**src/rtl/rr_arb_mux.sv**
```systemverilog
// rr_arb_mux: N-channel round-robin arbitrated mux with a registered output stage.
// Several producers share one consumer. Each channel and the output use a
// valid/ready handshake.
//
// Optional feature: define RR_ARB_MUX_LOCK_EN to add in_lock. A granted channel
// with in_lock set keeps exclusive ownership until it sends a word with in_lock clear.
//
// Ports:
//   clk, rst   clock and synchronous active-high reset
//   in_valid   [N]        per-channel request
//   in_data    [N*WIDTH]  channel i data at [i*WIDTH +: WIDTH]
//   in_lock    [N]        (RR_ARB_MUX_LOCK_EN only) hold the grant for a burst
//   in_ready   [N]        combinational one-hot accept strobe
//   out_valid  output register holds a word
//   out_data   [WIDTH]    output word
//   out_sel    [SELW]     index of the channel that produced out_data
//   out_ready  consumer accepts out_data this cycle
module rr_arb_mux #(
  parameter int unsigned WIDTH = 32,
  parameter int unsigned N     = 4,
  localparam int unsigned SELW = $clog2(N)
) (
  input  logic                 clk,
  input  logic                 rst,
  input  logic [N-1:0]         in_valid,
  input  logic [N*WIDTH-1:0]   in_data,
`ifdef RR_ARB_MUX_LOCK_EN
  input  logic [N-1:0]         in_lock,
`endif
  output logic [N-1:0]         in_ready,
  output logic                 out_valid,
  output logic [WIDTH-1:0]     out_data,
  output logic [SELW-1:0]      out_sel,
  input  logic                 out_ready
);

  // One extra bit so ptr + k cannot overflow before the wrap test.
  localparam int unsigned PW = SELW + 1;

  logic [SELW-1:0]  ptr;
  logic [N-1:0]     req;
  logic [SELW-1:0]  gnt;
  logic [PW-1:0]    cand;
  logic             found;
  logic             load;
  logic [WIDTH-1:0] gnt_data;
  logic [SELW-1:0]  ptr_inc;

`ifdef RR_ARB_MUX_LOCK_EN
  logic             locked;
  logic [SELW-1:0]  lock_ch;

  // While locked, only the owning channel may compete.
  always_comb begin
    req = '0;
    if (locked) begin
      req[lock_ch] = in_valid[lock_ch];
    end else begin
      req = in_valid;
    end
  end
`else
  assign req = in_valid;
`endif

  // Rotating priority scan starting at ptr, with explicit wrap at N.
  always_comb begin
    gnt   = '0;
    found = 1'b0;
    cand  = '0;
    for (int unsigned k = 0; k < N; k++) begin
      cand = PW'(ptr) + PW'(k);
      if (cand >= PW'(N)) begin
        cand = cand - PW'(N);
      end
      if (!found && req[cand[SELW-1:0]]) begin
        found = 1'b1;
        gnt   = cand[SELW-1:0];
      end
    end
  end

  assign load    = found && (!out_valid || out_ready) && !rst;
  assign ptr_inc = (gnt == SELW'(N - 1)) ? '0 : gnt + SELW'(1);

  // Accept strobe and data select for the granted channel.
  always_comb begin
    in_ready = '0;
    gnt_data = '0;
    if (load) begin
      in_ready[gnt] = 1'b1;
    end
    for (int unsigned i = 0; i < N; i++) begin
      if (gnt == SELW'(i)) begin
        gnt_data = in_data[i*WIDTH +: WIDTH];
      end
    end
  end

  // Output register, rotation pointer and burst lock.
  always_ff @(posedge clk) begin
    if (rst) begin
      out_valid <= 1'b0;
      out_data  <= '0;
      out_sel   <= '0;
      ptr       <= '0;
`ifdef RR_ARB_MUX_LOCK_EN
      locked    <= 1'b0;
      lock_ch   <= '0;
`endif
    end else if (load) begin
      out_valid <= 1'b1;
      out_data  <= gnt_data;
      out_sel   <= gnt;
`ifdef RR_ARB_MUX_LOCK_EN
      if (in_lock[gnt]) begin
        locked  <= 1'b1;
        lock_ch <= gnt;
        // Mid-burst beats leave ptr alone; the closing beat advances it.
        if (!locked) begin
          ptr <= ptr_inc;
        end
      end else begin
        locked <= 1'b0;
        ptr    <= ptr_inc;
      end
`else
      ptr       <= ptr_inc;
`endif
    end else if (out_valid && out_ready) begin
      out_valid <= 1'b0;
    end
  end

endmodule

```
**config.mk**
```make
export PLATFORM = sky130hd
export DESIGN_NAME = rr_arb_mux
export DESIGN_NICKNAME = d
export VERILOG_FILES = /design/src/rtl/rr_arb_mux.sv
export SDC_FILE = /design/constraint.sdc
export NUM_CORES = 1
export LEC_CHECK = 0
export BUFFER_PORTS_ARGS = -buffer_cell sky130_fd_sc_hd__buf_2
export CAP_MARGIN = 5
export CORE_MARGIN = 2
export CORE_UTILIZATION = 40
export DETAILED_ROUTE_END_ITERATION = 8
export GPL_ROUTABILITY_DRIVEN = 0
export PLACE_DENSITY_LB_ADDON = 0.2
export SYNTH_ARGS = -nofsm -noshare
export SYNTH_HDL_FRONTEND = slang
export SYNTH_SLANG_ARGS = --single-unit
```
**constraint.sdc**
```tcl
create_clock -name clk -period 6 [get_ports clk]
set_input_delay 0.6 -clock clk [delete_from_list [all_inputs] [get_ports clk]]
set_output_delay 0.6 -clock clk [all_outputs]
set_load 0.03 [all_outputs]
```
==> results by group, run 1 <==
Power and ir drop
  • Sw power: about 420 uW
  • Gate power share: 0.510
  • Maximum VDD drop: ~0.00011 V
  • Clk network pwr share: 0.177
  • Lkg Pwr: 1.75 nW
  • Pwr dens: 280 nW/um^2
  • Sw Ratio: 0.416
  • Pint: 591 uW
  • Sequential share of power: 0.313

Placed design
  • Detailed Place HPWL: around 6 mm
  • Port Buffer Count: 173

Logic synthesis
  • Synth Cell Area: approximately 2700 sq um
  • Synthesized Nets: about 490
  • YS warnings: 0
  • Syn Inst Count: about 350
  • Yosys cell types: 31
  • Synth Register Bits: 37
  • Sequential share of the synthesized area: 0.272
  • Syn avg cell area: 7.85 sq um

Cells and area
  • Finished Core Util: 0.541
  • Most frequent cells in the layout: buf_2 (173), dfxtp_1 (37), inv_1 (36), a21oi_1 (35), nand2_1 (33)
  • Total inserted antenna cells: 0
  • # nets final: about 630
  • Fill count: about 650
  • Commonest non-fill, non-tap cell in the layout: buf_2
  • P&R area growth vs syn: 32.6%
  • Share of cells above drive strength 1: 0.388

Setup path
  • Worst Setup End Kind: primary output
  • CP required: approximately 5.4 ns
  • Crit Path Max Fanout: 65
  • Critical Setup Path Class: in -> out
  • CP startpoint: in_valid[1]
  • Critical-path top delay cell: ha_2
  • Critical Path Source Type: primary input
  • Most Frequent Cell on Critical Path: buf_2
  • Worst path cell trace: buf_2, nor4_4, buf_4, nor4_1, ha_2, and2_1, buf_2
  • R2r startpoint: ptr[1]
  • Crit path largest cell delay: about 1.0 ns
  • Worst path arrival time: about 3 ns

Clocking
  • CTS Buf Count: 5
  • Setup Buffers After CTS: 0
  • CTS max path bufs: 2
  • Root Buffer: clkbuf_8
  • Worst skew pair latency: about 0.29 ns
  • CTS sink cnt: 37
  • CTS clock-pin slew for the worst setup and hold paths: about 0.070 ns
  • Hold_buf cts: 0
  • CTS tree: yes
  • H-tree depth: 2
  • Post-cts resize count: 0

STA
  • Max-slew violation count: 0
  • Worst Max-Slew Pin Slew: roughly 1.2 ns
  • Relative slew margins: 0.233
  • Fmax: 277 MHz
  • Final Skew: roughly 0.0064 ns
  • Fin crit share: 0.602
  • RSZ-0062 raised after global routing: false
  • Final Setup Violations: 0
  • Min Tclk post-route: 3.61 ns
  • Setup TNS: 0 ns
  • Final-report hold violation count: 0

Run
  • Max Cap Violations: 0

Routing
  • First-pass detailed-route iteration total: 4
  • # DRC: 0
  • Routed length per instance: around 16 um
  • Initial DRC count: 184
  • Final antenna-violating net count: 0
  • DR vias/cell: about 5.8
  • Total length of routed wires: around 9 mm
  • Routed vias: 3263

Worst hold path
  • Class of the worst hold path: reg -> reg
  • Hold Startpoint: out_data[30]

Outcome
  • Status: complete, no violations

Floorplan
  • Row cnt: 30
  • Die Y-Extent: just under 90 um
  • Core ar.: 6680 sq um
  • Die area: between 7000 and 8000 sq um
  • IO Pins: roughly 170
  • Chip Width: 86.5 um
  • Starting Density: 0.408

GRT
  • Grt total ovfl: 0
  • Vias in the first global route: ~3300
  • First-pass GRT wire length: between 10 and 15 mm
  • Total GRT Usage: 0.238
  • Initial antenna violation count: 0
  • Largest net degree at the start of global routing: 66
final cells by class:
cell class	instances	area [sq um]	area share
Clock buffer	7	86.3	0.0239
Inverter	37	139	0.0384
Multi-Input combinational cell	229	1650	0.457
Sequential cell	37	741	0.205
Tap cell	80	100	0.0277
Timing Repair Buffer	177	896	0.248
stage by stage:
step / hold WS [ns] / cell area [sq um] / total power [mW] / cells / setup WS [ns]
after CTS: 0.459 / 3610 / 1.02 / 567 / 2.37
after global placement: 0.442 / 3530 / 0.831 / 560 / 2.48
after detailed placement: 0.448 / 3530 / 0.840 / 560 / 2.36
final: 0.457 / 3610 / 1.01 / 567 / 2.39
after global routing: 0.475 / 3610 / 1.08 / 567 / 2.13
after floorplan: 0.530 / 2730 / 0.695 / 347 / 3.15
power by group through the flow:
stage | logic (mW) | registers, mW | clock network, mW
6_report | 0.517 | 0.317 | 0.179
3_3_place_gp | 0.509 | 0.322 | 0
5_1_grt | 0.566 | 0.321 | 0.195
2_1_floorplan | 0.290 | 0.405 | 0
3_5_place_dp | 0.518 | 0.321 | 0
4_1_cts | 0.520 | 0.316 | 0.185
state kept, by name (all words and copies together), names as in the netlist:
signal and flops:
out_data 32, out_sel 2, out_valid 1, ptr 2
per-layer routing:
metal	vias to the layer above	wire length, um	GRT usage
met5	-	0	0
met4	0	174	0.0795
met3	21	690	0.0581
met2	138	4270	0.421
met1	1500	3850	0.281
li1	1604	-	-
final timing paths:
check / slack [ns] / cells past startpoint / endpoint
hold reg to reg: 0.46 / 2 / out_data[30]
setup / recovery: 2.39 / 7 / in_ready[3]
hold / removal: 0.46 / 2 / out_data[30]
setup reg to reg: 3.06 / 7 / out_data[19]
cell usage after synthesis (all sizes together):
master | number | share of area
a2111oi | 32 | 0.10
a21oi | 35 | 0.064
a221o | 32 | 0.12
a221oi | 1 | 0.0032
a22oi | 32 | 0.088
and2 | 4 | 0.0092
buf | 17 | 0.040
clkbuf | 27 | 0.037
clkinv | 1 | 0.0014
dfxtp | 37 | 0.27
ha | 4 | 0.018
inv | 36 | 0.050
mux2i | 1 | 0.0037
nand2 | 33 | 0.045
nand2b | 3 | 0.0069
nand3b | 32 | 0.088
nor2 | 3 | 0.0041
nor2b | 2 | 0.0073
nor3 | 1 | 0.0018
nor4 | 2 | 0.0069
o211ai | 3 | 0.0083
o21ai | 1 | 0.0018
o22ai | 1 | 0.0023
o311a | 1 | 0.0037
o31ai | 3 | 0.0083
or2 | 1 | 0.0023
or3 | 1 | 0.0023
or4 | 1 | 0.0028
worst max-delay path: cells and delay by family:
| kind | cells | cell delay [ns] |
|---|---|---|
| AND/OR/NAND/NOR | 3 | 0.76 |
| buffers and inverters | 3 | 0.59 |
| adder cells (fa/ha/maj) | 1 | 1.04 |
cell families after synthesis:
family | synth area share
AOI/OAI and AO/OA | 0.400
adders and majority gates | 0.0184
buffers and inverters | 0.129
DFF | 0.272
muxes | 0.00367
and+or+nand+nor | 0.177
Note: power is estimated with default switching activity, not from simulation.
==> run 2, diff against run 1 <==
ABC_AREA = 1   (was unset)
clock period = 3.4 ns   (was 6 ns; I/O delays follow)
==> results by group, run 2 <==
Outcome
  • Status: complete, no violations

STA
  • Final-report hold violation count: 0
  • Relative slew margins: 0.716
  • Worst Max-Slew Pin Slew: between 0.4 and 0.5 ns
  • RSZ-0062 raised after global routing: false
  • Final worst slack: roughly 0.44 ns
  • Setup TNS: 0 ns
  • Min Tclk post-route: 2.96 ns
  • Final Skew: 0.00653 ns
  • Fmax: ~340 MHz
  • Fin crit share: 0.869
  • Max-slew violation count: 0
  • Worst hold slack: around 0.24 ns
  • Final Setup Violations: 0

Setup path
  • Crit path largest cell delay: about 0.45 ns
  • Crit Path Max Fanout: 33
  • Worst path arrival time: about 2.6 ns
  • Reg2Reg Setup Slack: between 0.5 and 0.6 ns
  • Critical Path Source Type: flip-flop
  • R2r startpoint: ptr[0]
  • R2R Path End: out_data[27]
  • Worst path cell trace: inv_2, nand2_1, nand2_1, o21ai_2, inv_1, nand3_4, nand3_1, inv_1, ha_1, buf_4, inv_1, nor2_1, buf_2
  • CP startpoint: ptr[0]
  • Most Frequent Cell on Critical Path: inv_1
  • CP required: between 3 and 4 ns
  • Critical Setup Path Class: reg -> out
  • Worst Setup End Kind: primary output
  • Cells on worst reg2reg path: 18
  • Critical-path top delay cell: dfxtp_2

Floorplan
  • Chip Width: around 85 um
  • Core ar.: 6350 sq um
  • Die Y-Extent: around 85 um
  • Die area: a little over 7000 sq um
  • Starting Density: 0.416
  • IO Pins: 174
  • Row cnt: 29

Logic synthesis
  • YS warnings: 0
  • Syn Inst Count: around 450
  • Top-count cell post-synth: nand2_1
  • Synth area leaders: nand2_1 (29%), dfxtp_1 (28%), o21ai_0 (12%)
  • Async SR Flop Fraction: 0
  • Top cell type's share of synthesized area: 0.289
  • Cell taking the most area after synthesis: nand2_1
  • Sequential share of the synthesized area: 0.281
  • Number of flops mapped to enable cells by yosys: 0
  • Post-synth top flop: dfxtp_1
  • Yosys cell types: 25
  • Synth cell count leaders: nand2_1 (203), o21ai_0 (63), nand3_1 (42), dfxtp_1 (37), a21oi_1 (32)
  • Synth Register Bits: 37
  • Synthesized Nets: 591
  • Synth Cell Area: about 2600 sq um
  • Syn avg cell area: a little under 6 sq um

Routing
  • Initial DRC count: 155
  • Routed vias: between 3000 and 4000
  • First-pass detailed-route iteration total: 4
  • Final antenna-violating net count: 0
  • DR vias/cell: between 4 and 5
  • Routed length per instance: 12.8 um
  • Total length of routed wires: a little under 9 mm
  • # DRC: 0

Cells and area
  • Fill count: ~680
  • Total inserted antenna cells: 0
  • Final instance area: between 3000 and 4000 sq um
  • Largest regs: out_data: 32 flops, out_sel: 2 flops, ptr: 2 flops
  • Commonest non-fill, non-tap cell in the layout: nand2_1
  • Register area: ~740 sq um
  • Multi-input logic area: approximately 1600 sq um
  • Biggest register: out_data
  • Post-route insts no fill: ~690
  • # nets final: 746
  • Max reg flops: 32
  • Share of cells above drive strength 1: 0.332
  • Most frequent cells in the layout: nand2_1 (203), buf_2 (173), o21ai_0 (63), nand3_1 (42), dfxtp_1 (36)
  • P&R area growth vs syn: 36.6%

GRT
  • Total GRT Usage: 0.241
  • Largest net degree at the start of global routing: 42
  • Initial antenna violation count: 0
  • Vias in the first global route: approximately 3000
  • First-pass GRT wire length: approximately 14 mm
  • Grt total ovfl: 0

Worst hold path
  • Hold Startpoint: rst
  • Class of the worst hold path: in -> reg
  • WHS Endpoint: ptr[0]
  • Worst Hold Path Cells: 2

Clocking
  • Hold_buf cts: 0
  • CTS clock-pin slew for the worst setup and hold paths: around 0.080 ns
  • Post-cts resize count: 0
  • CTS max path bufs: 2
  • Setup Buffers After CTS: 0
  • Root Buffer: clkbuf_8
  • CTS sink cnt: 37
  • Worst skew pair latency: 0.29 ns
  • H-tree depth: 2
  • CTS Buf Count: 5
  • CTS tree: yes

Placed design
  • Area after DPL: roughly 3500 sq um
  • Port Buffer Count: 173
  • Detailed Place HPWL: between 6 and 7 mm
  • Pre-CTS setup slack: 0.499 ns
  • Placed Instances: 677

Power and ir drop
  • Pwr dens: around 1100 nW/um^2
  • Lkg Pwr: 2.03 nW
  • Maximum VDD drop: roughly 0.00066 V

Run
  • Max Cap Violations: 0
==> run 2: through the flow <==
| stage | util | total power, mW |
|---|---|---|
| after floorplan | - | 2.81 |
| after global placement | 0.549 | 3.45 |
| after detailed placement | 0.549 | 3.50 |
| after CTS | 0.568 | 3.91 |
| after global routing | 0.568 | 4.36 |
| final | 0.568 | 3.89 |
==> run 2: final cells by class <==
| cell class | instances | area share |
|---|---|---|
| clock buffers | 6 | 0.0229 |
| clock inverters | 2 | 0.0104 |
| inverters | 19 | 0.0205 |
| multi-input cells | 364 | 0.456 |
| flip-flops and latches | 37 | 0.206 |
| well taps | 77 | 0.0267 |
| repair buffers | 180 | 0.258 |
==> run 2: per-layer routing <==
layer	track usage	vias up	part of all wire	routed length [um]
li1	-	1769	-	-
met3	0.0652	13	0.073	642
met4	0.0750	0	0.019	168
met2	0.402	125	0.47	4160
met1	0.301	1457	0.43	3790
met5	0	-	0	0
==> run 2: worst max path at each step <==
stage                               to  depth (start not counted)
after global placement    out_data[27]                         18
after detailed placement  out_data[27]                         18
after CTS                  in_ready[1]                         13
after floorplan            in_ready[3]                         14
final                      in_ready[1]                         13
after global routing       in_ready[1]                         13
==> run 2: cell families (layout without fill, tap and decap cells) <==
kind of cell | Yosys count | count (layout) | share of synthesized area
DFF | 37 | 37 | 0.281
adders and majority gates | 4 | 4 | 0.0190
AOI/OAI and AO/OA | 100 | 100 | 0.192
buffers and inverters | 51 | 207 | 0.0990
and+or+nand+nor | 260 | 260 | 0.409
==> run 2: report_power, final <==
group          internal (mW)  leakage, nW  switching, mW
combinational          0.945         1.67           1.87
sequential             0.592        0.307         0.0851
clock                  0.239       0.0574          0.165
total                   1.78         2.03           2.12
==> run 2: worst max-delay path, delay by kind of cell (launching register included) <==
kind | cells | cell delay [ns]
buffers and inverters | 6 | 0.97
adders and majority gates | 1 | 0.18
AOI/OAI and AO/OA | 1 | 0.16
and+or+nand+nor | 5 | 0.54
DFF | 1 | 0.45
